## src/rtl/xadc_scan_ctrl.sv

```systemverilog
// XADC DRP read sequencer: round-robin over VAUX6/7/14/15, one read per eoc.
// Optional XADC_SCAN_AVG_EN turns each channel register into a 1/4-weight IIR.
module xadc_scan_ctrl #(
    parameter int         TIMEOUT_CYCLES = 64,
    parameter logic [6:0] ADDR_CH0       = 7'h16,
    parameter logic [6:0] ADDR_CH1       = 7'h17,
    parameter logic [6:0] ADDR_CH2       = 7'h1E,
    parameter logic [6:0] ADDR_CH3       = 7'h1F
) (
    input  logic        clk,
    input  logic        rst,
    input  logic        eoc,
    input  logic        drp_drdy,
    input  logic [15:0] drp_do,
    input  logic [1:0]  sel,
    output logic        drp_den,
    output logic [6:0]  drp_daddr,
    output logic [11:0] ch0_data,
    output logic [11:0] ch1_data,
    output logic [11:0] ch2_data,
    output logic [11:0] ch3_data,
    output logic [11:0] sel_data,
    output logic [3:0]  ch_valid,
    output logic        upd,
    output logic        timeout_err
);

    localparam int CW = $clog2(TIMEOUT_CYCLES + 1);

    typedef enum logic [1:0] {
        IDLE,
        REQ,
        WAIT,
        STORE
    } state_t;

    state_t         state;
    state_t         state_nx;
    logic [1:0]     slot;
    logic           pending;
    logic [CW-1:0]  cnt;
    logic [11:0]    ch_q [4];
    logic [11:0]    sample;
    logic [11:0]    new_val;
    logic [6:0]     slot_addr;
    logic           tmo_hit;
    logic           got_data;
    logic           unused_lsb;

    assign unused_lsb = ^drp_do[3:0];
    assign sample     = drp_do[15:4];
    assign tmo_hit    = (cnt == CW'(TIMEOUT_CYCLES - 1));
    assign got_data   = (state == WAIT) && drp_drdy;

    assign ch0_data = ch_q[0];
    assign ch1_data = ch_q[1];
    assign ch2_data = ch_q[2];
    assign ch3_data = ch_q[3];

    always_comb begin
        slot_addr = ADDR_CH0;
        unique case (slot)
            2'd0: slot_addr = ADDR_CH0;
            2'd1: slot_addr = ADDR_CH1;
            2'd2: slot_addr = ADDR_CH2;
            2'd3: slot_addr = ADDR_CH3;
        endcase
    end

`ifdef XADC_SCAN_AVG_EN
    logic signed [13:0] diff;
    logic signed [13:0] step;
    logic signed [13:0] acc;

    // ch += (sample - ch) >>> 2, first good sample of a slot loads as-is
    always_comb begin
        diff    = $signed({2'b00, sample}) - $signed({2'b00, ch_q[slot]});
        step    = diff >>> 2;
        acc     = $signed({2'b00, ch_q[slot]}) + step;
        new_val = ch_valid[slot] ? acc[11:0] : sample;
    end
`else
    always_comb begin
        new_val = sample;
    end
`endif

    always_comb begin
        state_nx = state;
        unique case (state)
            IDLE:    if (eoc || pending) state_nx = REQ;
            REQ:     state_nx = WAIT;
            WAIT: begin
                if (drp_drdy)     state_nx = STORE;
                else if (tmo_hit) state_nx = IDLE;
            end
            STORE:   state_nx = IDLE;
            default: state_nx = IDLE;
        endcase
    end

    always_ff @(posedge clk) begin
        if (rst) begin
            state       <= IDLE;
            slot        <= 2'd0;
            pending     <= 1'b0;
            cnt         <= '0;
            drp_den     <= 1'b0;
            drp_daddr   <= ADDR_CH0;
            upd         <= 1'b0;
            timeout_err <= 1'b0;
            ch_valid    <= 4'h0;
            sel_data    <= 12'h000;
            for (int i = 0; i < 4; i++) ch_q[i] <= 12'h000;
        end else begin
            state <= state_nx;

            // one-deep: eoc outside IDLE is remembered, extras collapse
            if (state == IDLE)
                pending <= 1'b0;
            else if (eoc)
                pending <= 1'b1;

            drp_den <= (state_nx == REQ);
            if (state_nx == REQ)
                drp_daddr <= slot_addr;

            if (state == REQ)
                cnt <= '0;
            else if (state == WAIT)
                cnt <= cnt + 1'b1;

            upd <= got_data;
            if (got_data) begin
                ch_q[slot]     <= new_val;
                ch_valid[slot] <= 1'b1;
            end

            if (state == WAIT && !drp_drdy && tmo_hit) begin
                timeout_err <= 1'b1;
                slot        <= slot + 2'd1;
            end
            if (state == STORE)
                slot <= slot + 2'd1;

            sel_data <= ch_q[sel];
        end
    end

endmodule

```

## config.mk

```make
export PLATFORM = sky130hd
export DESIGN_NAME = xadc_scan_ctrl
export DESIGN_NICKNAME = d
export VERILOG_FILES = /design/src/rtl/xadc_scan_ctrl.sv
export SDC_FILE = /design/constraint.sdc
export NUM_CORES = 1
export LEC_CHECK = 0
export ABC_AREA = 1
export CAP_MARGIN = 20
export CELL_PAD_IN_SITES_DETAIL_PLACEMENT = 0
export CELL_PAD_IN_SITES_GLOBAL_PLACEMENT = 2
export CORE_ASPECT_RATIO = 0.9
export CORE_UTILIZATION = 28
export CTS_CLUSTER_DIAMETER = 100
export DETAILED_ROUTE_END_ITERATION = 12
export GPL_TIMING_DRIVEN = 0
export PLACE_DENSITY = 0.88
export SLEW_MARGIN = 20
export SYNTH_ARGS = -nofsm -noshare
export SYNTH_HDL_FRONTEND = slang
export SYNTH_SLANG_ARGS = --single-unit
```

## constraint.sdc

```tcl
create_clock -name clk -period 2.7 [get_ports clk]
set_input_delay 0.27 -clock clk [delete_from_list [all_inputs] [get_ports clk]]
set_output_delay 0.27 -clock clk [all_outputs]
set_load 0.1 [all_outputs]
```

# After elaboration in Yosys (flattened, before gate mapping)
# Memory sizes are Yosys's and may differ from the RTL's. A register that Yosys moved wholly into a read port is not among the register bits.
# Cells that the tools add are included.
# word_totals
wordCells	52
ram_bits	48
memories	1
latch_bits	0
in_bits	22
mem_bits_ro	0
output_inout_bits	74
regBits	26
# op_classes
mux	17
mul	0
n_eq_ne	8
shifts	0
n_bitwise	1
magnitude_cmp	2
n_reduce_logical	12
addsub	2
n_div	0
# memory_table
memory	words	width	read_ports	rd_ports_with_merged_regs	wr	line	rtl
ch_q	4	12	5	1	4	42	logic [11:0] ch_q [4];
# op_table
cell	n
$pmux 7 s4	1
$mux 12	1
$mux 2	6
$reduce_or 12->1	1
$eq 2x2->1 const B	4
$pmux 2 s4	1
$add 7x1->7 const B	1
$eq 7x6->1 const B	1
$mux 1	7
$eq 2x1->1 const B	3
$logic_and 1x1->1	4
$logic_not 2->1	2
$or 4x4->4	1
$reduce_or 2->1	2
$lt 2x3->1 const B	1
$add 2x1->2 const B	1
$demux 1 s2	1
$ge 2x1->1 const B	1
$reduce_bool 2->1	1
$logic_not 1->1	1
$logic_or 1x1->1	1

# Longest topological paths before layout
# Gate-level depths: netlist of the first run.
# logic_depth
ltp_word	7
ltp_mapped	8
ltp_nobuf	8

# Least setup slack after synthesis of the first run
# OpenSTA, ideal clock, no wires.
# synth_timing
path_type	reg2reg
start	reg state[1]
end	mem ch_q[3][0] (enable)
path_stages_with_launch	6
setup_slack_ps	585
n_path_buf	1
arrival_time_ps	1715
setup_ps	400
period_less_slack_ps	2115
t_required_ps	2300
path_cell_list	dfxtp_1 > inv_2 > nor2_4 > buf_6 > nand2_1 > o31ai_1
# synth_lines
item	line	rtl
from (decl)	37	state_t state;
from (signal assigned)	116	state <= state_nx;
to (decl)	42	

==> results of run 1 <==
through the flow:
stage / power, uW / TNS (ns) / setup slack (ns) / utilization / cells
final: 3300 / 0 / 0.551 / 0.409 / 614
after global routing: 3410 / 0 / 0.505 / 0.409 / 614
after CTS: 3330 / 0 / 0.525 / 0.409 / 614
after detailed placement: 2140 / 0 / 0.281 / 0.383 / 598
after global placement: 2130 / -7.63 / -0.636 / 0.381 / 597
after floorplan: 1960 / 0 / 0.585 / - / 356
cell families (layout without fill, tap and decap cells):
group,Yosys count,in the layout,synth area share
buffers and inverters,49,151,0.0712
flip-flops,81,81,0.626
other,2,5,0.00224
AND/OR/NAND/NOR,158,158,0.193
AO/OA/AOI/OAI,58,58,0.0887
adder cells (fa/ha/maj),5,5,0.0186
state kept, by name, summed over array words and instances, names as in the netlist:
signal,cells
ch_q,48
sel_data,12
cnt,7
ch_valid,4
drp_daddr,2
slot,2
state,2
drp_den,1
pending,1
timeout_err,1
upd,1
layout make-up:
cell class	instances	area (um2)	area share
Clock buffer	12	236	0.0500
Inverter	29	109	0.0230
Buffer	20	130	0.0275
Multi-Input combinational cell	226	1040	0.220
Tap cell	156	195	0.0413
Clock inverter	4	53.8	0.0114
Sequential cell	81	2100	0.445
Timing Repair Buffer	86	862	0.182
path summary, 6_finish.rpt:
path / slack (ns) / start / end
max: 0.55 / ch_q[1][3] / ch1_data[3]
min: 0.40 / sel[0] / sel_data[4]
max reg2reg: 0.72 / state[1] / ch_q[1][4]
min reg2reg: 0.46 / ch_valid[0] / ch_valid[0]
metal layers:
layer  global-route usage  share of wire  vias to the layer above  routed length [um]
li1                     -              -                     1343                   -
met1                0.190           0.47                     1264                4280
met2                0.244           0.45                       97                4140
met3               0.0465          0.065                       17                 590
met4               0.0510          0.013                        0                 123
met5                    0              0                        -                   0
power by group through the flow:
| stage | combinational (uW) | sequential, uW | clock [uW] |
|---|---|---|---|
| floorplan | 173 | 1790 | 0 |
| global placement | 702 | 1430 | 0 |
| detailed placement | 710 | 1430 | 0 |
| CTS | 711 | 1410 | 1210 |
| global route | 738 | 1410 | 1260 |
| finish | 707 | 1410 | 1190 |
synthesized netlist by cell type (all sizes together):
| cell type | count | share of area |
|---|---|---|
| a21oi | 21 | 0.031 |
| a31oi | 4 | 0.0075 |
| buf | 14 | 0.032 |
| clkbuf | 6 | 0.0067 |
| conb | 2 | 0.0022 |
| dfxtp | 33 | 0.20 |
| edfxtp | 48 | 0.43 |
| ha | 5 | 0.019 |
| inv | 29 | 0.032 |
| nand2 | 29 | 0.035 |
| nand3 | 8 | 0.013 |
| nor2 | 113 | 0.13 |
| nor3 | 6 | 0.0089 |
| nor3b | 1 | 0.0022 |
| o21ai | 32 | 0.048 |
| o31ai | 1 | 0.0022 |
| or2 | 1 | 0.0019 |
==> flow_metrics.py, run 1 <==
metrics = {
    "run_status": {
        "status": "completed",
    },
    "drt": {
        "via_per_inst": 4.43,
        "ant_nets": 0,
        "vias": 2721,
        "drc": 0,
        "routed_wirelength_um": 9130,
        "drt_iter0_markers": 177,
        "wl_per_cell_um": 14.9,
        "drtPass1Iterations": 4,
    },
    "worst_setup_path": {
        "crit_family": "buffers and inverters",
        "crit_cells": 1,
        "setup.worst_path.end_class": "output port",
        "crit_slowest_cell": "clkdlybuf4s50_1",
        "crit_fanout": 2,
        "setup.worst_path.start_class": "flip-flop",
        "r2r_cells": 6,
        "critical_path.max_stage_delay_ns": 1.15,
        "crit_chain": "clkdlybuf4s50_1",
        "critical_path_arrival_ns": 1.88,
        "path_buf_inv": 1,
        "worstSetupPathType": "flip-flop to output port",
        "required_ns": 2.43,
    },
    "sta": {
        "max_freq_ghz": 0.465,
        "min_period_over_period": 0.796,
        "final_hold_viol_count": 0,
        "grt_setup_unrepaired": "no",
        "fin_skew_ns": 0.00894,
        "hold_ws_ns": 0.399,
        "period_needed_ns": 2.15,
        "setup_viol": 0,
        "finalMaxSlewViolations": 0,
        "slew_headroom": 0.325,
        "tightest_slew_ns": 1.01,
    },
    "placed_design": {
        "portBuffers": 85,
        "dp_hpwl_um": 6370,
        "gp_congestion": 0.780,
        "placed_area_um2": 4440,
    },
    "grt": {
        "grt_pass1_wl_um": 13900,
        "grt.total_usage": 0.150,
        "grt_pass1_vias": 2618,
        "grt-ovfl-total": 0,
        "grt_max_degree": 14,
        "antenna_found_initial": 0,
    },
    "clock_network": {
        "cts-hold-fix-buffers": 0,
        "cts_resized": 0,
        "cts_buffers": 9,
        "cts_tree": "done",
        "post_cts_buffers": 0,
        "cts_root_buf": "clkbuf_16",
        "cts_sinks": 81,
        "insertion_delay_ns": 0.34,
        "htreeDepth": 3,
        "path_clk_slew_ns": 0.06,
        "ctsLongestPathBuffers": 2,
    },
    "logic_synthesis": {
        "netlist_instances": 353,
        "synth.distinct_cells": 24,
        "synth_area_um2": 3360,
        "synth_warnings": 0,
        "synth_seq_cells": 81,
        "avgSynthCellArea_um2": 9.51,
        "yosysSeqAreaShare": 0.626,
    },
    "cells_and_area": {
        "drive_above_1_share": 0.0830,
        "finalInstanceArea_um2": 4730,
        "fill_cells": 1153,
        "nets": 480,
        "layout_commonest_cell": "nor2_1",
        "area_delta_synth_final_pct": 40.9,
        "mostFrequentLayoutCells": "nor2_1, clkdlybuf4s50_1, edfxtp_1",
        "n_antenna_cell": 0,
    },
    "pwr": {
        "vdd_drop_max_mv": 0.265,
        "intPower_uw": 2240,
        "p_sw_frac": 0.321,
        "p_sw_uw": 1060,
        "powerDensity_nw_per_um2": 699,
        "pwr-share-comb": 0.214,
        "power.leakage_uw": 0.00183,
        "clock_power_share": 0.360,
        "p_seq_frac": 0.426,
    },
    "floorplanning": {
        "io_pins": 96,
        "core_um2": 11600,
        "die_y_um": 106,
        "fp-row-count": 37,
        "dieWidth_um": 117,
        "dieArea_um2": 12400,
        "initial_core_util": 0.290,
    },
    "worst_hold_path": {
        "hold_class": "input port to flip-flop",
        "min_delay_path_depth": 5,
    },
    "flow_run": {
        "drv_cap": 0,
    },
}
No activity file was read; power rests on OpenSTA's default activity.
==> run 2, diff against run 1 <==
==> constraint.sdc (replaced) <==
create_clock -name clk -period 2 [get_ports clk]
set_input_delay 0.2 -clock clk [delete_from_list [all_inputs] [get_ports clk]]
set_output_delay 0.2 -clock clk [all_outputs]
set_load 0.1 [all_outputs]
==> run 2 against run 1 <==
Effect of this change:
- hold slack got worse by 0.069 ns
- final cell count unchanged
- clock skew decreased by 0.0020 ns
- core utilization decreased by 0.32 points
- sequential share of layout area increased by 0.36 points
- via count decreased by 0.26%
- flip-flop and latch count unchanged
- non-clock buffer count unchanged
- largest power group unchanged
- count of clock-buffer cells in the layout decreased by 3
- power increased by 33%
- setup slack got worse by 0.53 ns
- highest routed layer unchanged
==> flow_metrics.py, run 2 (same netlist as run 1, synthesis figures left out) <==
metrics = {
    "run_status": {
        "status": "completed",
    },
    "worst_hold_path": {
        "hold_class": "input port to flip-flop",
        "hp-start": "sel[0]",
    },
    "worst_setup_path": {
        "setup.worst_path.start_class": "flip-flop",
        "critical_path.max_stage_delay_ns": 1.12,
        "path_buf_inv": 1,
        "worstSetupPathType": "flip-flop to output port",
        "crit_chain": "clkdlybuf4s50_1",
        "regToRegSetupSlack_ns": 0.15,
        "crit_cells": 1,
        "crit_path_end": "upd",
        "crit_slowest_cell": "clkdlybuf4s50_1",
        "crit_fanout": 1,
        "critical_path_arrival_ns": 1.77,
        "setup.worst_path.end_class": "output port",
        "crit_family": "buffers and inverters",
        "reg2reg_to": "ch_q[1][0]",
        "startpoint": "upd",
        "r2r_cells": 6,
        "r2r-start": "state[1]",
        "required_ns": 1.80,
    },
    "floorplanning": {
        "initial_core_util": 0.290,
        "dieArea_um2": 12400,
        "die_y_um": 106,
        "core_um2": 11600,
        "io_pins": 96,
        "dieWidth_um": 117,
        "fp-row-count": 37,
    },
    "pwr": {
        "total_power_uw": 4400,
        "powerDensity_nw_per_um2": 939,
        "power.leakage_uw": 0.00210,
        "vdd_drop_max_mv": 0.356,
    },
    "cells_and_area": {
        "finalInstanceArea_um2": 4690,
        "fill_cells": 1174,
        "mostFrequentLayoutCells": "nor2_1, dlygate4sd2_1, edfxtp_1",
        "top_register": "ch_q",
        "area_delta_synth_final_pct": 39.8,
        "post-route-util": 0.405,
        "layout_commonest_cell": "nor2_1",
        "n_antenna_cell": 0,
        "nets": 480,
        "largest_reg_flops": 48,
        "drive_above_1_share": 0.0961,
        "top_regs": "ch_q (48), sel_data (12), cnt (7)",
    },
    "drt": {
        "ant_nets": 0,
        "drt_iter0_markers": 138,
        "drtPass1Iterations": 5,
        "drc": 0,
        "via_per_inst": 4.42,
        "wl_per_cell_um": 15.1,
        "vias": 2714,
        "routed_wirelength_um": 9300,
    },
    "clock_network": {
        "insertion_delay_ns": 0.34,
        "cts_root_buf": "clkbuf_16",
        "htreeDepth": 3,
        "cts_buffers": 9,
        "ctsLongestPathBuffers": 2,
        "path_clk_slew_ns": 0.06,
        "cts_sinks": 81,
        "cts_tree": "done",
    },
    "sta": {
        "max_freq_ghz": 0.507,
        "tightest_slew_ns": 1.03,
        "min_period_over_period": 0.987,
        "slew_headroom": 0.316,
        "grt_setup_unrepaired": "no",
        "hold_ws_ns": 0.330,
        "period_needed_ns": 1.97,
        "finalMaxSlewViolations": 0,
        "fin_skew_ns": 0.00691,
        "final_hold_viol_count": 0,
        "setup_viol": 0,
        "setup_tns_ns": 0,
    },
    "grt": {
        "grt-ovfl-total": 0,
        "grt_pass1_wl_um": 14400,
        "grt_use_met2": 0.260,
        "globalRouteMet1Util": 0.181,
        "antenna_found_initial": 0,
        "grt_util_met3": 0.0438,
        "grt_pass1_vias": 2711,
        "grt.total_usage": 0.154,
        "grt_busiest_layer": "met2",
        "grt_max_degree": 17,
    },
    "placed_design": {
        "dp_hpwl_um": 6420,
        "portBuffers": 85,
        "placed_area_um2": 4430,
        "gp_congestion": 0.797,
    },
    "flow_run": {
        "drv_cap": 0,
    },
}
run 2: worst min path at each step:
stage	cells after the start	endpoint	slack [ns]
after global placement	2	timeout_err	0.45
after detailed placement	2	timeout_err	0.45
after global routing	5	sel_data[3]	0.36
after CTS	5	sel_data[5]	0.32
after floorplan	1	state[1]	0.27
final	5	sel_data[5]	0.33
run 2: area by class of cell:
cell class	instances	area, um2	share of cell area
multi-input combinational	226	1050	0.224
sequential	81	2100	0.448
clock buffer	9	225	0.0480
timing repair buffer	86	816	0.174
clock inverter	7	61.3	0.0131
tap	156	195	0.0416
inverter	29	109	0.0232
buffer	20	130	0.0277
run 2: worst min-delay path, cell delays in order:
cell	delay, ns
buf_2	0.15
nor2_1	0.11
nor2_1	0.04
o21ai_0	0.06
a21oi_1	0.06
run 2: per-stage QoR:
stage               instances  setup slack (ns)
floorplan                 356             0.248
global placement          597            -0.425
detailed placement        597            -0.420
CTS                       613           0.00471
global route              614          0.000394
finish                    614            0.0257
run 2: per-layer routing:
layer,vias up,wire length [um]
met1,1263,3850
met3,17,612
met5,-,0
met2,91,4580
li1,1343,-
met4,0,253
run 2: power by group:
| group | switching (uW) | leakage [uW] | internal (uW) |
|---|---|---|---|
| clock network | 721 | 0.000135 | 862 |
| logic | 748 | 0.00120 | 178 |
| registers | 47.8 | 0.000766 | 1850 |
| total | 1520 | 0.00210 | 2890 |
run 2: repair_timing:
action,in CTS,in global routing
buffers inserted,0,1
gates cloned,0,0
resized for setup,59,10
hold endpoints to repair,0,0
pin swaps,0,1
setup endpoints to repair,70,55
hold buffers,0,0
